`config.mk`:
```
export PLATFORM = sky130hd
export DESIGN_NAME = snes_multi_pad_poller
export DESIGN_NICKNAME = d
export VERILOG_FILES = /design/src/rtl/pad_pkg.sv /design/src/rtl/pad_data_sync.sv /design/src/rtl/snes_multi_pad_poller.sv
export SDC_FILE = /design/constraint.sdc
export NUM_CORES = 1
export LEC_CHECK = 0
export CORE_AREA = 10 10 127 129
export CTS_CLUSTER_SIZE = 30
export DETAILED_ROUTE_END_ITERATION = 10
export DIE_AREA = 0 0 137 139
export MAX_ROUTING_LAYER = met4
export PLACE_DENSITY = 0.63
export SLEW_MARGIN = 20
export SYNTH_ARGS = -nofsm -noshare
export SYNTH_HDL_FRONTEND = slang
export SYNTH_SLANG_ARGS = --single-unit
```
`constraint.sdc`:
```
create_clock -name Clock -period 2.41 [get_ports Clock]
set_input_delay 0.241 -clock Clock [delete_from_list [all_inputs] [get_ports Clock]]
set_output_delay 0.241 -clock Clock [all_outputs]
set_load 0.02 [all_outputs]
```
`src/rtl/pad_pkg.sv`:
```
// Shared types and constants for the multi-pad NES/SNES controller poller.
// Latency: n/a (package only).
// Backpressure: n/a (package only).
package pad_pkg;

  typedef enum logic [2:0] {
    IDLE,
    LATCH,
    SHIFT_LO,
    SHIFT_HI,
    DONE
  } state_t;

  localparam logic MODE_NES  = 1'b0;
  localparam logic MODE_SNES = 1'b1;

  localparam int PAD_WORD_W = 16;

  // SNES bit positions within a pad word (bit 0 is shifted out first)
  localparam int BTN_B      = 0;
  localparam int BTN_Y      = 1;
  localparam int BTN_SELECT = 2;
  localparam int BTN_START  = 3;
  localparam int BTN_UP     = 4;
  localparam int BTN_DOWN   = 5;
  localparam int BTN_LEFT   = 6;
  localparam int BTN_RIGHT  = 7;
  localparam int BTN_A      = 8;
  localparam int BTN_X      = 9;
  localparam int BTN_L      = 10;
  localparam int BTN_R      = 11;

  // NES pads put A and B in the first two slots instead
  localparam int NES_BTN_A = 0;
  localparam int NES_BTN_B = 1;

  // Number of serial bits read per pad for a given mode
  function automatic logic [4:0] bits_for_mode(input logic mode);
    return (mode == MODE_SNES) ? 5'd16 : 5'd8;
  endfunction

endpackage

```
`src/rtl/pad_data_sync.sv`:
```
// Two-flop synchroniser for the asynchronous pad data lines.
// Latency: 2 Clock cycles.
// Backpressure: none; free-running, resets to all-ones (no buttons pressed).
module pad_data_sync #(
  parameter int NUM_PADS = 2
) (
  input  logic                Clock,
  input  logic                Reset_n,
  input  logic [NUM_PADS-1:0] d,
  output logic [NUM_PADS-1:0] q
);

  logic [NUM_PADS-1:0] meta;

  // Two-stage resynchronisation; the lines idle high so reset to ones
  always_ff @(posedge Clock or negedge Reset_n) begin
    if (!Reset_n) begin
      meta <= '1;
      q    <= '1;
    end else begin
      meta <= d;
      q    <= meta;
    end
  end

endmodule

```
`src/rtl/snes_multi_pad_poller.sv`:
```
// Polls NUM_PADS NES/SNES pads over a shared latch/clock, publishing buttons + press edges.
// Latency: (2 + 2*NBITS)*CLK_DIV + 1 cycles per poll, Valid the cycle after DONE.
// Backpressure: none; Valid is a one-cycle pulse, Buttons/Pressed hold until the next one.
module snes_multi_pad_poller
  import pad_pkg::*;
#(
  parameter int NUM_PADS = 2,
  parameter int CLK_DIV  = 300,
  parameter int POLL_GAP = 833000
) (
  input  logic                         Clock,
  input  logic                         Reset_n,
  input  logic                         Enable,
  input  logic                         Mode,
  input  logic [NUM_PADS-1:0]          Data,
  output logic                         Strobe_Latch,
  output logic                         Shift_Clock,
  output logic [PAD_WORD_W*NUM_PADS-1:0] Buttons,
  output logic [PAD_WORD_W*NUM_PADS-1:0] Pressed,
  output logic                         Valid,
  output logic                         Busy
);

  localparam int CNT_MAX = (2*CLK_DIV > POLL_GAP) ? 2*CLK_DIV : POLL_GAP;
  localparam int CNT_W   = $clog2(CNT_MAX + 1);
  localparam int WORDS_W = PAD_WORD_W*NUM_PADS;

  localparam logic [CNT_W-1:0] LATCH_LAST = CNT_W'(2*CLK_DIV - 1);
  localparam logic [CNT_W-1:0] HALF_LAST  = CNT_W'(CLK_DIV - 1);
  localparam logic [CNT_W-1:0] GAP_LAST   = CNT_W'(POLL_GAP - 1);

  state_t             state, state_nxt;
  logic [CNT_W-1:0]   cnt;
  logic [3:0]         bit_idx;
  logic               mode_q;
  logic [4:0]         nbits;
  logic               last_bit;
  logic [NUM_PADS-1:0] data_s;
  logic [WORDS_W-1:0] cap;
  logic [WORDS_W-1:0] cap_word;
  logic               poll_start;
  logic               sample_now;

  pad_data_sync #(.NUM_PADS(NUM_PADS)) u_sync (
    .Clock   (Clock),
    .Reset_n (Reset_n),
    .d       (Data),
    .q       (data_s)
  );

  assign nbits      = bits_for_mode(mode_q);
  assign last_bit   = ({1'b0, bit_idx} == (nbits - 5'd1));
  assign poll_start = (state == IDLE) && (state_nxt == LATCH);
  assign sample_now = (state == SHIFT_LO) && (cnt == HALF_LAST);
  assign Busy       = (state != IDLE);

  // Next-state decode; every phase ends on its terminal count
  always_comb begin
    state_nxt = state;
    case (state)
      IDLE:     if (Enable && (cnt >= GAP_LAST)) state_nxt = LATCH;
      LATCH:    if (cnt == LATCH_LAST) state_nxt = SHIFT_LO;
      SHIFT_LO: if (cnt == HALF_LAST) state_nxt = SHIFT_HI;
      SHIFT_HI: if (cnt == HALF_LAST) state_nxt = last_bit ? DONE : SHIFT_LO;
      DONE:     state_nxt = IDLE;
      default:  state_nxt = IDLE;
    endcase
  end

  // State register and shared phase counter; the counter saturates in IDLE and
  // resets preloaded so the first poll after reset starts without a gap
  always_ff @(posedge Clock or negedge Reset_n) begin
    if (!Reset_n) begin
      state <= IDLE;
      cnt   <= GAP_LAST;
    end else begin
      state <= state_nxt;
      if (state_nxt != state) begin
        cnt <= '0;
      end else if ((state != IDLE) || (cnt < GAP_LAST)) begin
        cnt <= cnt + 1'b1;
      end
    end
  end

  // Per-poll context: mode captured at poll start, bit index advanced per bit
  always_ff @(posedge Clock or negedge Reset_n) begin
    if (!Reset_n) begin
      mode_q  <= MODE_NES;
      bit_idx <= '0;
    end else if (poll_start) begin
      mode_q  <= Mode;
      bit_idx <= '0;
    end else if ((state == SHIFT_HI) && (state_nxt == SHIFT_LO)) begin
      bit_idx <= bit_idx + 4'd1;
    end
  end

  // Capture each pad's bit at the end of the low half, before the pad shifts
  always_ff @(posedge Clock or negedge Reset_n) begin
    if (!Reset_n) begin
      cap <= '0;
    end else if (poll_start) begin
      cap <= '0;
    end else if (sample_now) begin
      for (int p = 0; p < NUM_PADS; p++) begin
        cap[p*PAD_WORD_W + int'(bit_idx)] <= ~data_s[p];
      end
    end
  end

  // NES pads only deliver 8 meaningful bits; clear the upper byte of each word
  always_comb begin
    cap_word = cap;
    if (mode_q == MODE_NES) begin
      for (int p = 0; p < NUM_PADS; p++) begin
        cap_word[p*PAD_WORD_W + 8 +: 8] = 8'h00;
      end
    end
  end

  // Pad-facing strobes are registered from next-state so they stay glitch-free
  always_ff @(posedge Clock or negedge Reset_n) begin
    if (!Reset_n) begin
      Strobe_Latch <= 1'b0;
      Shift_Clock  <= 1'b1;
    end else begin
      Strobe_Latch <= (state_nxt == LATCH);
      Shift_Clock  <= (state_nxt != SHIFT_LO);
    end
  end

  // Publish results in DONE; Valid appears the following cycle alongside them
  always_ff @(posedge Clock or negedge Reset_n) begin
    if (!Reset_n) begin
      Buttons <= '0;
      Pressed <= '0;
      Valid   <= 1'b0;
    end else begin
      Valid <= (state == DONE);
      if (state == DONE) begin
        Buttons <= cap_word;
        Pressed <= cap_word & ~Buttons;
      end
    end
  end

endmodule

```
==> impl_metrics.tcl <==
set metrics [dict create \
    gp_congestion 0.795 \
    total_power_mw 4.67 \
    cts_tree "done" \
    finalCritPeriodShare_pct 94.9 \
    worstPathCellList "ha_1, nor4bb_1, and4b_1, nand4_2, nor3_4, mux2i_1, nor2_1" \
    synth_top_family_by_area "simple AND/OR/NAND/NOR gates" \
    outcome "finished, final reports clean" \
    htreeDepth 4 \
    drive_above_1_share_pct 12.5 \
    clk_path_buf_depth 2 \
    relSlewSlack_pct 62.7 \
    grt_pass1_wl_mm 23.0 \
    wl_per_cell_microns 15.5 \
    endpoint_kind "register" \
    die_x_microns 137 \
    io_buffers 73 \
    synth.distinct_cells 55 \
    layout_min_cycle_time_ns 2.29 \
    clk_latency_ns 0.42 \
    fp.dieH_microns 139 \
    vias 4583 \
    final-max-slew-violation-count 0 \
    path_max_fanout 10 \
    setup_viol 0 \
    coreArea_sq_um 13700 \
    start_util_pct 44.0 \
    cts_buffers 17 \
    drt-initial-drc-count 295 \
    crit_slowest_cell "dfstp_2" \
    p_leak_nw 3.17 \
    yosys.area_share.adder_pct 1.04 \
    fin_skew_ns 0.0111 \
    grt_max_degree 70 \
    drtAntennaViolNets 0 \
    max_freq_ghz 0.437 \
    power_density_nw_per_um2 620 \
    rsz0062_at_grt "true" \
    fillers 1219 \
    drv_cap 0 \
    tightest_slew_ns 0.559 \
    synth_seq_area_share_pct 54.9 \
    synthSimpleGateAreaFrac_pct 24.9 \
    root_buffer "clkbuf_16" \
    final_common_cell "nand2_1" \
    multiInputGateArea_sq_um 2500 \
    worst_ep_arrival_time_ns 2.59 \
    vdd_ir_drop_max_mv 0.420 \
    die-area_sq_um 19000 \
    worstSetupPathType "reg2reg" \
    synth-warning-count 0 \
    antenna_cells 0 \
    synthXorXnorAreaFrac_pct 3.06 \
    hold_path.class "in2reg" \
    drtPass1Iterations 4 \
    crit_required_ns 2.72 \
    cts.sinks 131 \
    syn_to_final_growth_pct 25.3 \
    ys.flop_type "dfrtp_1" \
    final_util_pct 55.1 \
    grt-ovfl-total 0 \
    synth_compound_area_share_pct 10.6 \
    fin_nets 700 \
    ff_latch_area_sq_um 3300 \
    synth_nets 629 \
    grt_pass1_vias 4516 \
    hpwl_mm 9.60 \
    synth_mux_area_share_pct 1.56 \
    grt_use_total_pct 15.3 \
    antenna_found_initial 0 \
    via_per_inst 5.20 \
    placementRows 43 \
    synth_area_per_cell_sq_um 9.72 \
    wl_mm 13.7 \
    syn-cell-area_sq_um 6010 \
    slowest_delay_ns 0.55 \
    synth-edff-count 0 \
    async_reset_ff_share_pct 100 \
    finalHoldViolCount 0 \
    mostFrequentLayoutCells "134 x nand2_1, 113 x dfrtp_1, 72 x clkdlybuf4s50_1, 44 x o21ai_0, 41 x nor2_1" \
    drc 0 \
    ys_ff_latch 131 \
    fin_tns_setup_ns 0 \
    crit_path_start_kind "register" \
    syn_inst 618 \
    clk_pin_slew_ns 0.05 \
    io_pins 74 \
]
==> worst paths after layout <==
check                      cells after the start                     start  slack, ns                        to
setup / recovery                               7        cnt[0]$_DFFE_PN1P_       0.12        cap[9]$_DFFE_PN0P_
hold / removal                                 1                   Data[1]       0.22  u_sync.meta[1]$_DFF_PN1_
setup reg to reg                               7        cnt[0]$_DFFE_PN1P_       0.12        cap[9]$_DFFE_PN0P_
hold reg to reg                                0  u_sync.meta[0]$_DFF_PN1_       0.36     u_sync.q[0]$_DFF_PN1_
max in group asynchronous                      3                   Reset_n       1.41        cnt[0]$_DFFE_PN1P_
min in group asynchronous                      2                   Reset_n       0.27        cap[0]$_DFFE_PN0P_
==> metrics by stage <==
stage,instance area [sq um],std cells,setup slack (ns),hold slack [ns]
5_1_grt,7530,882,-0.0179,0.220
3_3_place_gp,6950,849,0.203,0.161
3_5_place_dp,6950,849,0.0880,0.166
4_1_cts,7510,882,0.0736,0.210
6_report,7530,882,0.123,0.223
2_1_floorplan,6010,618,0.260,-0.0546
==> cells in the mapped netlist (3+ instances only) <==
cell	n	area share, %
xnor2_1	19	2.8
o21ai_0	44	3.7
nand2_1	135	8.4
nor2_1	41	2.6
dfrtp_1	113	47
nand2b_1	18	1.9
nor3b_2	6	1.2
nor2b_1	3	0.31
clkbuf_1	19	1.2
buf_6	3	0.56
ha_1	5	1.0
nor3_1	8	0.67
and3_1	5	0.52
nand4_1	6	0.62
dfstp_2	18	7.9
nor3b_1	3	0.37
a311oi_1	3	0.44
a211oi_1	5	0.62
buf_4	5	0.62
mux2i_1	6	1.0
nand3_1	35	2.9
o31ai_1	18	2.2
or3_1	5	0.52
inv_1	5	0.31
nor4_1	4	0.42
a21oi_1	29	2.4
nand3b_1	3	0.37
buf_2	13	1.1
and2_1	9	0.94
==> report_power, final <==
part,switching (mW),leakage (nW),internal (mW)
combinational,0.0488,1.32,0.0141
clock,0.926,0.256,1.47
sequential,0.00558,1.59,2.21
==> repair_timing <==
action	CTS	global route
hold buffers	1	0
buffers inserted	0	0
gates resized for setup	0	6
setup endpoints to repair	0	36
endpoints found under the hold margin	22	0
==> flip-flops by register name (all words and copies together), names as in the netlist <==
| register | count |
|---|---|
| Buttons | 32 |
| Pressed | 32 |
| cap | 32 |
| cnt | 20 |
| bit_idx | 4 |
| state | 3 |
| u_sync.meta | 2 |
| u_sync.q | 2 |
| Shift_Clock | 1 |
| Strobe_Latch | 1 |
| Valid | 1 |
| mode_q | 1 |
==> per-layer routing <==
metal | GRT usage, % | share of wire, %
met1 | 19.2 | 46
met2 | 23.1 | 47
met3 | 3.55 | 5.0
met4 | 5.99 | 1.5
met5 | - | 0
==> layout make-up <==
type	count	area share, %
timing repair buffer	93	12.4
tap	180	2.99
clock buffer	24	6.27
multi-input combinational	440	33.2
sequential	131	43.8
inverter	6	0.299
clock inverter	8	1.05
==> logic make-up after synthesis <==
kind of cell | Yosys count
and+or+nand+nor | 299
DFF | 131
AOI/OAI and AO/OA | 107
buffers and inverters | 47
xor gates and xnor gates | 21
muxes | 8
adders and majority gates | 5
==> critical path: cells and delay by family (launching register included) <==
kind	cells	cell delay, ns
mux	1	0.22
simple gates	5	1.23
fa+ha+maj	1	0.16
flops	1	0.55
Note: power is estimated with default switching activity, not from simulation.
